### src/rtl/collision_matrix_manager.sv
// Collision matrix manager: per-frame overlap detection between the player car
// layer and NUM_OBJ object layers, with edge-detected collision events,
// sticky flags and saturating event counters.
// Optional build macro COLLISION_OVERLAP_COUNT_EN adds per-channel 16-bit
// overlap pixel counters latched on every frame commit.
//
// state    | meaning
// S_WAIT   | idle after reset; pixels ignored, first frame_start opens a frame
// S_ACCUM  | accumulating hits for the current frame
// S_FREEZE | game paused; no accumulation, commits still happen
module collision_matrix_manager #(
   parameter int                 NUM_OBJ    = 4,
   parameter int                 COLOR_W    = 8,
   parameter logic [COLOR_W-1:0] MASK_VALUE = 8'h62,
   parameter int                 CNT_W      = 4
) (
   input  logic                       clk,
   input  logic                       resetN,
   input  logic                       frame_start,
   input  logic                       pixel_valid,
   input  logic                       freeze,
   input  logic [COLOR_W-1:0]         player_color,
   input  logic [NUM_OBJ*COLOR_W-1:0] obj_colors,
   input  logic [NUM_OBJ-1:0]         ack,
   output logic [NUM_OBJ-1:0]         hit_frame,
   output logic [NUM_OBJ-1:0]         collision_pulse,
   output logic [NUM_OBJ-1:0]         collision_evt,
   output logic                       any_hit,
   output logic [3:0]                 first_hit,
   output logic [NUM_OBJ*CNT_W-1:0]   evt_count,
   output logic [NUM_OBJ*16-1:0]      overlap_pixels
);

   typedef enum logic [1:0] {S_WAIT, S_ACCUM, S_FREEZE} state_t;

   state_t               r_state, w_state_nxt;
   logic [NUM_OBJ-1:0]   w_hit, w_new_hit;
   logic                 w_commit, w_accum;
   logic [NUM_OBJ-1:0]   r_hit_acc, r_hit_frame, r_prev_frame, r_evt;
   logic                 r_commit_q;
   logic [NUM_OBJ*CNT_W-1:0] r_evt_count;

   // Per-pixel overlap test for every channel
   always_comb begin
      w_hit = '0;
      for (int i = 0; i < NUM_OBJ; i++) begin
         w_hit[i] = pixel_valid && (player_color != MASK_VALUE) &&
                    (obj_colors[i*COLOR_W +: COLOR_W] != MASK_VALUE);
      end
   end

   // The frame_start pixel seeds the new frame; a paused game contributes nothing
   assign w_new_hit = w_hit & ~{NUM_OBJ{freeze}};
   assign w_commit  = frame_start && (r_state != S_WAIT);
   assign w_accum   = (r_state == S_ACCUM) && !freeze;

   // FSM state register
   always_ff @(posedge clk or negedge resetN) begin
      if (!resetN) r_state <= S_WAIT;
      else         r_state <= w_state_nxt;
   end

   // FSM next-state logic
   always_comb begin
      w_state_nxt = r_state;
      case (r_state)
         S_WAIT:   if (frame_start) w_state_nxt = S_ACCUM;
         S_ACCUM:  if (freeze)      w_state_nxt = S_FREEZE;
         S_FREEZE: if (!freeze)     w_state_nxt = S_ACCUM;
         default:                   w_state_nxt = S_WAIT;
      endcase
   end

   // Hit accumulation and frame commit
   always_ff @(posedge clk or negedge resetN) begin
      if (!resetN) begin
         r_hit_acc    <= '0;
         r_hit_frame  <= '0;
         r_prev_frame <= '0;
         r_commit_q   <= 1'b0;
      end else begin
         r_commit_q <= w_commit;
         if (frame_start)  r_hit_acc <= w_new_hit;
         else if (w_accum) r_hit_acc <= r_hit_acc | w_hit;
         if (w_commit) begin
            r_hit_frame  <= r_hit_acc;
            r_prev_frame <= r_hit_frame;
         end
      end
   end

   // Rising edge of a channel's frame result, valid only right after a commit
   assign collision_pulse = r_hit_frame & ~r_prev_frame & {NUM_OBJ{r_commit_q}};

   // Sticky event flags (set beats ack) and saturating event counters
   always_ff @(posedge clk or negedge resetN) begin
      if (!resetN) begin
         r_evt       <= '0;
         r_evt_count <= '0;
      end else begin
         r_evt <= (r_evt & ~ack) | collision_pulse;
         for (int i = 0; i < NUM_OBJ; i++) begin
            if (collision_pulse[i] && (r_evt_count[i*CNT_W +: CNT_W] != {CNT_W{1'b1}}))
               r_evt_count[i*CNT_W +: CNT_W] <= r_evt_count[i*CNT_W +: CNT_W] + CNT_W'(1);
         end
      end
   end

   // Lowest-index hit channel of the last frame
   always_comb begin
      first_hit = '0;
      for (int i = NUM_OBJ - 1; i >= 0; i--) begin
         if (r_hit_frame[i]) first_hit = 4'(i);
      end
   end

   assign any_hit       = |r_hit_frame;
   assign hit_frame     = r_hit_frame;
   assign collision_evt = r_evt;
   assign evt_count     = r_evt_count;

`ifdef COLLISION_OVERLAP_COUNT_EN
   logic [NUM_OBJ*16-1:0] r_ovl_acc, r_ovl;

   // Overlap pixel counters follow the same frame boundaries as hit_acc
   always_ff @(posedge clk or negedge resetN) begin
      if (!resetN) begin
         r_ovl_acc <= '0;
         r_ovl     <= '0;
      end else begin
         for (int i = 0; i < NUM_OBJ; i++) begin
            if (frame_start)
               r_ovl_acc[i*16 +: 16] <= {15'd0, w_new_hit[i]};
            else if (w_accum && w_hit[i] && (r_ovl_acc[i*16 +: 16] != 16'hFFFF))
               r_ovl_acc[i*16 +: 16] <= r_ovl_acc[i*16 +: 16] + 16'd1;
            if (w_commit)
               r_ovl[i*16 +: 16] <= r_ovl_acc[i*16 +: 16];
         end
      end
   end

   assign overlap_pixels = r_ovl;
`else
   assign overlap_pixels = '0;
`endif

endmodule

### config.mk
export PLATFORM = sky130hd
export DESIGN_NAME = collision_matrix_manager
export DESIGN_NICKNAME = d
export VERILOG_FILES = /design/src/rtl/collision_matrix_manager.sv
export SDC_FILE = /design/constraint.sdc
export NUM_CORES = 1
export LEC_CHECK = 0
export BUFFER_PORTS_ARGS = -buffer_cell sky130_fd_sc_hd__buf_4
export CELL_PAD_IN_SITES_DETAIL_PLACEMENT = 0
export CELL_PAD_IN_SITES_GLOBAL_PLACEMENT = 1
export CORE_ASPECT_RATIO = 1.2
export CORE_UTILIZATION = 30
export CTS_BUF_LIST = sky130_fd_sc_hd__clkbuf_2
export CTS_CLUSTER_DIAMETER = 40
export DETAILED_ROUTE_END_ITERATION = 10
export GPL_ROUTABILITY_DRIVEN = 0
export PLACE_DENSITY_LB_ADDON = 0.25
export SYNTH_ARGS = -nofsm -noshare
export SYNTH_HDL_FRONTEND = slang
export SYNTH_SLANG_ARGS = --single-unit
### constraint.sdc
create_clock -name clk -period 1.7 [get_ports clk]
set_input_delay 0.425 -clock clk [delete_from_list [all_inputs] [get_ports clk]]
set_output_delay 0.425 -clock clk [all_outputs]
set_load 0.01 [all_outputs]
==> results_dict.tcl, run 1 <==
set metrics [dict create \
    area_growth_pct 29.0 \
    insertedDiodeCount 0 \
    combPwrFrac_pct 45.0 \
    drtIter0Drc 17 \
    avgSynthCellArea_sq_um 10.1 \
    cts_inserted_buffers 5 \
    dp.cells 377 \
    synth_warnings 0 \
    rsz0062_at_grt "yes" \
    synthCells 211 \
    firstDrtPassIters 4 \
    timing.final.crit_share_pct 96.2 \
    p_switching_mw 1.26 \
    path_cells "nand3b_1, inv_2, buf_6" \
    synth.area.top_cells "dfrtp_1 (41%), buf_4 (23%), xor2_1 (3.3%)" \
    ant_nets 0 \
    synth_seq_cells 35 \
    root_buffer "clkbuf_2" \
    cts_max_level 2 \
    die_w_um 79.0 \
    cts.sinks 35 \
    max_freq_mhz 612 \
    postPlaceCellArea_sq_um 2590 \
    drive_gt1_share_pct 37.3 \
    synth_most_common_cell "buf_4" \
    drt_wl_total_um 3930 \
    maxSlewHeadroom_pct 59.0 \
    final_util_pct 40.2 \
    skew_ns 0.0107 \
    yosysTopAreaCellShare_pct 41.1 \
    route.detailed.drc 0 \
    fin_area_sq_um 2750 \
    coreArea_sq_um 6850 \
    synth_edf_count 0 \
    cp_slowest_cell "dfrtp_2" \
    syn_area_sq_um 2130 \
    hold_path.class "in -> reg" \
    layoutNonFillerInstCount 395 \
    start_kind "register" \
    power-per-cell-area_nw_per_um2 1210 \
    grt_pass1_wl_um 5920 \
    pre_cts_slack_ns 0.158 \
    end_kind "output pin" \
    cp_max_fo 7 \
    slowest_delay_ns 0.51 \
    tritoncts "done" \
    hold_violations 0 \
    worstPathArrival_ns 1.21 \
    worstPathRequired_ns 1.27 \
    post-route-min-period_ns 1.64 \
    crit_family "flip-flops" \
    postLayoutSetupSlackWorst_ns 0.0647 \
    clkLatencyLatePin_ns 0.36 \
    maxCapViolations 0 \
    synthTopCellsByCount "buf_4 (66), dfrtp_1 (35), inv_1 (14), nand2_1 (11), o21ai_0 (10)" \
    grt_max_degree 36 \
    grt_antenna_before_repair 0 \
    seq_power_share_pct 44.0 \
    async_flop_share_pct 100 \
    path_buf_inv 2 \
    grt_pass1_vias 1311 \
    crit_type "reg -> out" \
    worst_pin_slew_ns 0.611 \
    grt.overflow.total 0 \
    path_clk_slew_ns 0.17 \
    cts_buffer_depth 2 \
    dieArea_sq_um 7450 \
    drv_slew 0 \
    grtUsageTotal_pct 10.3 \
    setup_violations 0 \
    pin_count 146 \
    post_drt_wl_per_cell_um 9.94 \
    die_y_um 94.4 \
    synth_seq_area_share_pct 41.1 \
    route.vias.total 1613 \
    p_sw_share_pct 38.0 \
    p_int_mw 2.07 \
    post-dp-hpwl_um 3070 \
    finalNetCount 360 \
    yosys.area.top_type "dfrtp_1" \
    finalPower_mw 3.33 \
    cellLeakagePower_nw 1.47 \
    port_buffers 79 \
    start_util_pct 31.1 \
    status "finished, final reports clean" \
    netlist-cell-type-count 27 \
    viasPerCell 4.08 \
    synth_ff_type "dfrtp_1" \
    peakVddDrop_mv 0.603 \
    clock_power_share_pct 10.9 \
    num_rows 33 \
]
cell usage in the layout, fill, tap and decap left out, types with 4 or more instances in the layout:
master,instances
ha_1,4
o22ai_1,4
a31oi_1,4
nand3b_1,4
xor2_1,8
a311oi_1,4
xnor2_1,5
buf_6,7
nand3_1,8
nand2_1,11
o21ai_0,10
inv_1,10
and4b_1,4
mux2_2,5
conb_1,66
nor2_1,6
buf_4,83
inv_2,4
clkbuf_2,6
nor4bb_1,4
dfrtp_1,32
flip-flops by register name, summed over array words and instances (netlist names):
name / count
evt_count: 16
collision_evt: 4
hit_frame: 4
r_hit_acc: 4
r_prev_frame: 4
r_state: 2
r_commit_q: 1
through the flow:
step	hold slack [ns]	setup TNS, ns
after global routing	0.190	-0.150
after global placement	0.408	0
after detailed placement	0.411	0
after floorplan	0.129	0
after CTS	0.187	0
final	0.222	0
path summary, 6_finish.rpt:
path / start / end / slack (ns) / cells after the start
worst min-delay path: ack[1] / collision_evt[1] / 0.22 / 2
worst min register to register: r_prev_frame[2] / r_prev_frame[2] / 0.50 / 2
worst max-delay path: hit_frame[0] / collision_pulse[0] / 0.06 / 3
worst max register to register: r_prev_frame[2] / evt_count[9] / 0.09 / 5
max in group asynchronous: resetN / hit_frame[3] / 0.83 / 2
min in group asynchronous: resetN / evt_count[0] / 0.52 / 2
area by class of cell:
class	instances	area, sq um
fill	699	4100
multi-input combinational	160	962
sequential	35	880
timing repair buffer	91	712
tap	87	109
inverter	14	52.6
clock buffer	6	30.0
clock inverter	2	7.51
metal layers:
metal / share of wire, % / global-route usage [%] / wire length (um)
met5: 0 / 0 / 0
met4: 1.6 / 4.09 / 62
met3: 9.9 / 2.80 / 390
met2: 48 / 17.7 / 1870
met1: 41 / 11.9 / 1610
kinds of logic (layout without fill, tap and decap cells):
| family | count (synthesis) | count (layout) | share of synthesized area (%) |
|---|---|---|---|
| buf+inv | 81 | 113 | 25.9 |
| simple gates | 45 | 45 | 13.4 |
| flops | 35 | 35 | 41.1 |
| compound gates | 25 | 25 | 8.03 |
| xor+xnor | 13 | 13 | 5.34 |
| mux | 7 | 7 | 3.69 |
| fa+ha+maj | 4 | 4 | 2.35 |
| other cells | 1 | 66 | 0.176 |
power by group through the flow:
stage	registers, mW	clock network [mW]	logic [mW]
global route	1.52	0.425	1.67
detailed placement	1.48	0	1.38
global placement	1.47	0	1.36
finish	1.47	0.365	1.50
CTS	1.46	0.391	1.44
floorplan	1.53	0	0.722
worst register-to-register path, cell delays in order, from the launching register on:
cell and delay, ns:
dfrtp_1 0.41, nand3b_1 0.22, buf_4 0.18, buf_4 0.12, a31oi_1 0.22, mux2_2 0.36
what timing repair did:
| action | 4_1_cts | 5_1_grt |
|---|---|---|
| resized for setup | 5 | 13 |
| pin swaps | 1 | 5 |
| buffers inserted | 4 | 5 |
| setup endpoints to repair | 5 | 7 |
| hold buffers | 1 | 0 |
| hold endpoints to repair | 35 | 0 |
(Power assumes the default switching activity.)
==> run 2, diff against run 1 <==
==> constraint.sdc (replaced) <==
create_clock -name clk -period 1.7 [get_ports clk]
set_input_delay 0.085 -clock clk [delete_from_list [all_inputs] [get_ports clk]]
set_output_delay 0.085 -clock clk [all_outputs]
set_load 0.01 [all_outputs]
==> run 2 against run 1 <==
  * Via count is 2.8% lower
  * Power is 5.2% lower
  * Global-route usage hardly changed
  * Register-to-register slack better by 0.20 ns
  * Setup slack better by 0.23 ns
  * Count of clock-buffer cells in the layout stayed put
  * First-iteration DRC count is 140% higher
  * Core utilization is 0.86 points lower
  * Design area is 2.1% lower
  * Routed wire length is 1.6% lower
  * Worst hold slack worse by 0.12 ns
  * Largest cell class unchanged
  * Largest power group is now sequential cells
==> results_dict.tcl, run 2 (synthesis gave the netlist of run 1 again) <==
set metrics [dict create \
    tritoncts "done" \
    pin_count 146 \
    power-per-cell-area_nw_per_um2 1170 \
    num_rows 33 \
    cts_inserted_buffers 5 \
    maxCapViolations 0 \
    skew_ns 0.00689 \
    coreArea_sq_um 6850 \
    post-route-min-period_ns 1.41 \
    drive_gt1_share_pct 31.4 \
    max_freq_mhz 709 \
    viasPerCell 4.02 \
    grtUsageTotal_pct 10.3 \
    final_common_cell "buf_4" \
    fin_area_sq_um 2690 \
    cts.sinks 35 \
    root_buffer "clkbuf_2" \
    cp_slowest_cell "dfrtp_1" \
    crit_family "flip-flops" \
    grt_pass1_wl_um 5980 \
    p_switching_mw 1.19 \
    peakVddDrop_mv 0.503 \
    path_cells "ha_1, a31oi_1, mux2_2" \
    cts.repair.resized 0 \
    drtIter0Drc 40 \
    port_buffers 79 \
    end_kind "register" \
    timing.final.crit_share_pct 82.9 \
    dieArea_sq_um 7450 \
    area_growth_pct 26.3 \
    slowest_delay_ns 0.45 \
    clkLatencyLatePin_ns 0.35 \
    combPwrFrac_pct 43.7 \
    hold_violations 0 \
    p_sw_share_pct 37.8 \
    drt_wl_total_um 3860 \
    finalPower_mw 3.16 \
    die_w_um 79.0 \
    p_int_mw 1.96 \
    largest_register_ffs 16 \
    start_util_pct 31.1 \
    route.detailed.drc 0 \
    setup_violations 0 \
    path_buf_inv 0 \
    cts_max_level 2 \
    grt.overflow.total 0 \
    post_drt_wl_per_cell_um 9.91 \
    cts_buffer_depth 2 \
    mostFrequentLayoutCells "buf_4 (81), conb_1 (66), dfrtp_1 (35)" \
    postPlaceCellArea_sq_um 2590 \
    post-dp-hpwl_um 3120 \
    rsz0062_at_grt "no" \
    fillCellCount 732 \
    drv_slew 0 \
    seq_power_share_pct 45.7 \
    grt_antenna_before_repair 0 \
    status "finished, final reports clean" \
    route.vias.total 1568 \
    ant_nets 0 \
    firstDrtPassIters 4 \
    start_kind "register" \
    clock_power_share_pct 10.6 \
    die_y_um 94.4 \
    holdBufCountCts 7 \
    cts_setup_buffers 0 \
    crit_type "reg -> reg" \
    grt_pass1_vias 1360 \
    cellLeakagePower_nw 1.45 \
    worstPathArrival_ns 1.66 \
    finalNetCount 357 \
    grt_max_degree 36 \
    path_clk_slew_ns 0.15 \
    insertedDiodeCount 0 \
    cp_max_fo 4 \
    finalSetupTns_ns 0 \
    hold_path.class "in -> reg" \
    worstPathRequired_ns 1.95 \
]
## run 2: changes by cell type in the layout (fill, tap and decap cells not counted), sizes merged
cell / delta
dlygate4sd3: +6
clkinv: -2
buf: -9
## run 2: stage by stage
| step | setup WS, ns | hold slack, ns | cells | utilization [%] |
|---|---|---|---|---|
| after floorplan | 0.327 | -0.211 | 276 | - |
| after global placement | 0.337 | 0.0691 | 377 | 37.8 |
| after detailed placement | 0.306 | 0.0653 | 377 | 37.8 |
| after CTS | 0.287 | 0.0760 | 390 | 39.3 |
| after global routing | 0.194 | 0.0686 | 390 | 39.3 |
| final | 0.290 | 0.102 | 390 | 39.3 |
## run 2: layout make-up
cell class	instances	area (sq um)	share of cell area, %
Inverter	14	52.6	1.95
Tap cell	87	109	4.04
Timing Repair Buffer	88	678	25.2
Multi-Input combinational cell	160	948	35.2
Clock buffer	6	30.0	1.11
Sequential cell	35	876	32.5
## run 2: tightest hold or removal path: stages
cell	delay [ns]
buf_4	0.07
and4b_1	0.20
o22ai_1	0.06
## run 2: final timing paths
check / from / to / slack, ns / depth (start not counted)
setup / recovery: evt_count[12] / evt_count[13] / 0.29 / 3
hold / removal: obj_colors[9] / r_hit_acc[1] / 0.10 / 3
setup reg to reg: evt_count[12] / evt_count[13] / 0.29 / 3
hold reg to reg: r_prev_frame[2] / r_prev_frame[2] / 0.50 / 2
max in group asynchronous: resetN / r_hit_acc[1] / 1.20 / 2
min in group asynchronous: resetN / evt_count[0] / 0.20 / 2
## run 2: power groups by stage
| stage | Sequential (mW) | Clock (mW) | Combinational, mW |
|---|---|---|---|
| 2_1_floorplan | 1.53 | 0 | 0.722 |
| 3_3_place_gp | 1.46 | 0 | 1.38 |
| 3_5_place_dp | 1.47 | 0 | 1.39 |
| 4_1_cts | 1.45 | 0.358 | 1.40 |
| 5_1_grt | 1.50 | 0.386 | 1.55 |
| 6_report | 1.44 | 0.334 | 1.38 |
## run 2: layer usage
| metal | vias to the layer above | track usage (%) | routed length (um) |
|---|---|---|---|
| met2 | 98 | 17.9 | 1880 |
| li1 | 764 | - | - |
| met5 | - | 0 | 0 |
| met4 | 0 | 4.09 | 62 |
| met3 | 6 | 3.19 | 404 |
| met1 | 700 | 11.7 | 1520 |
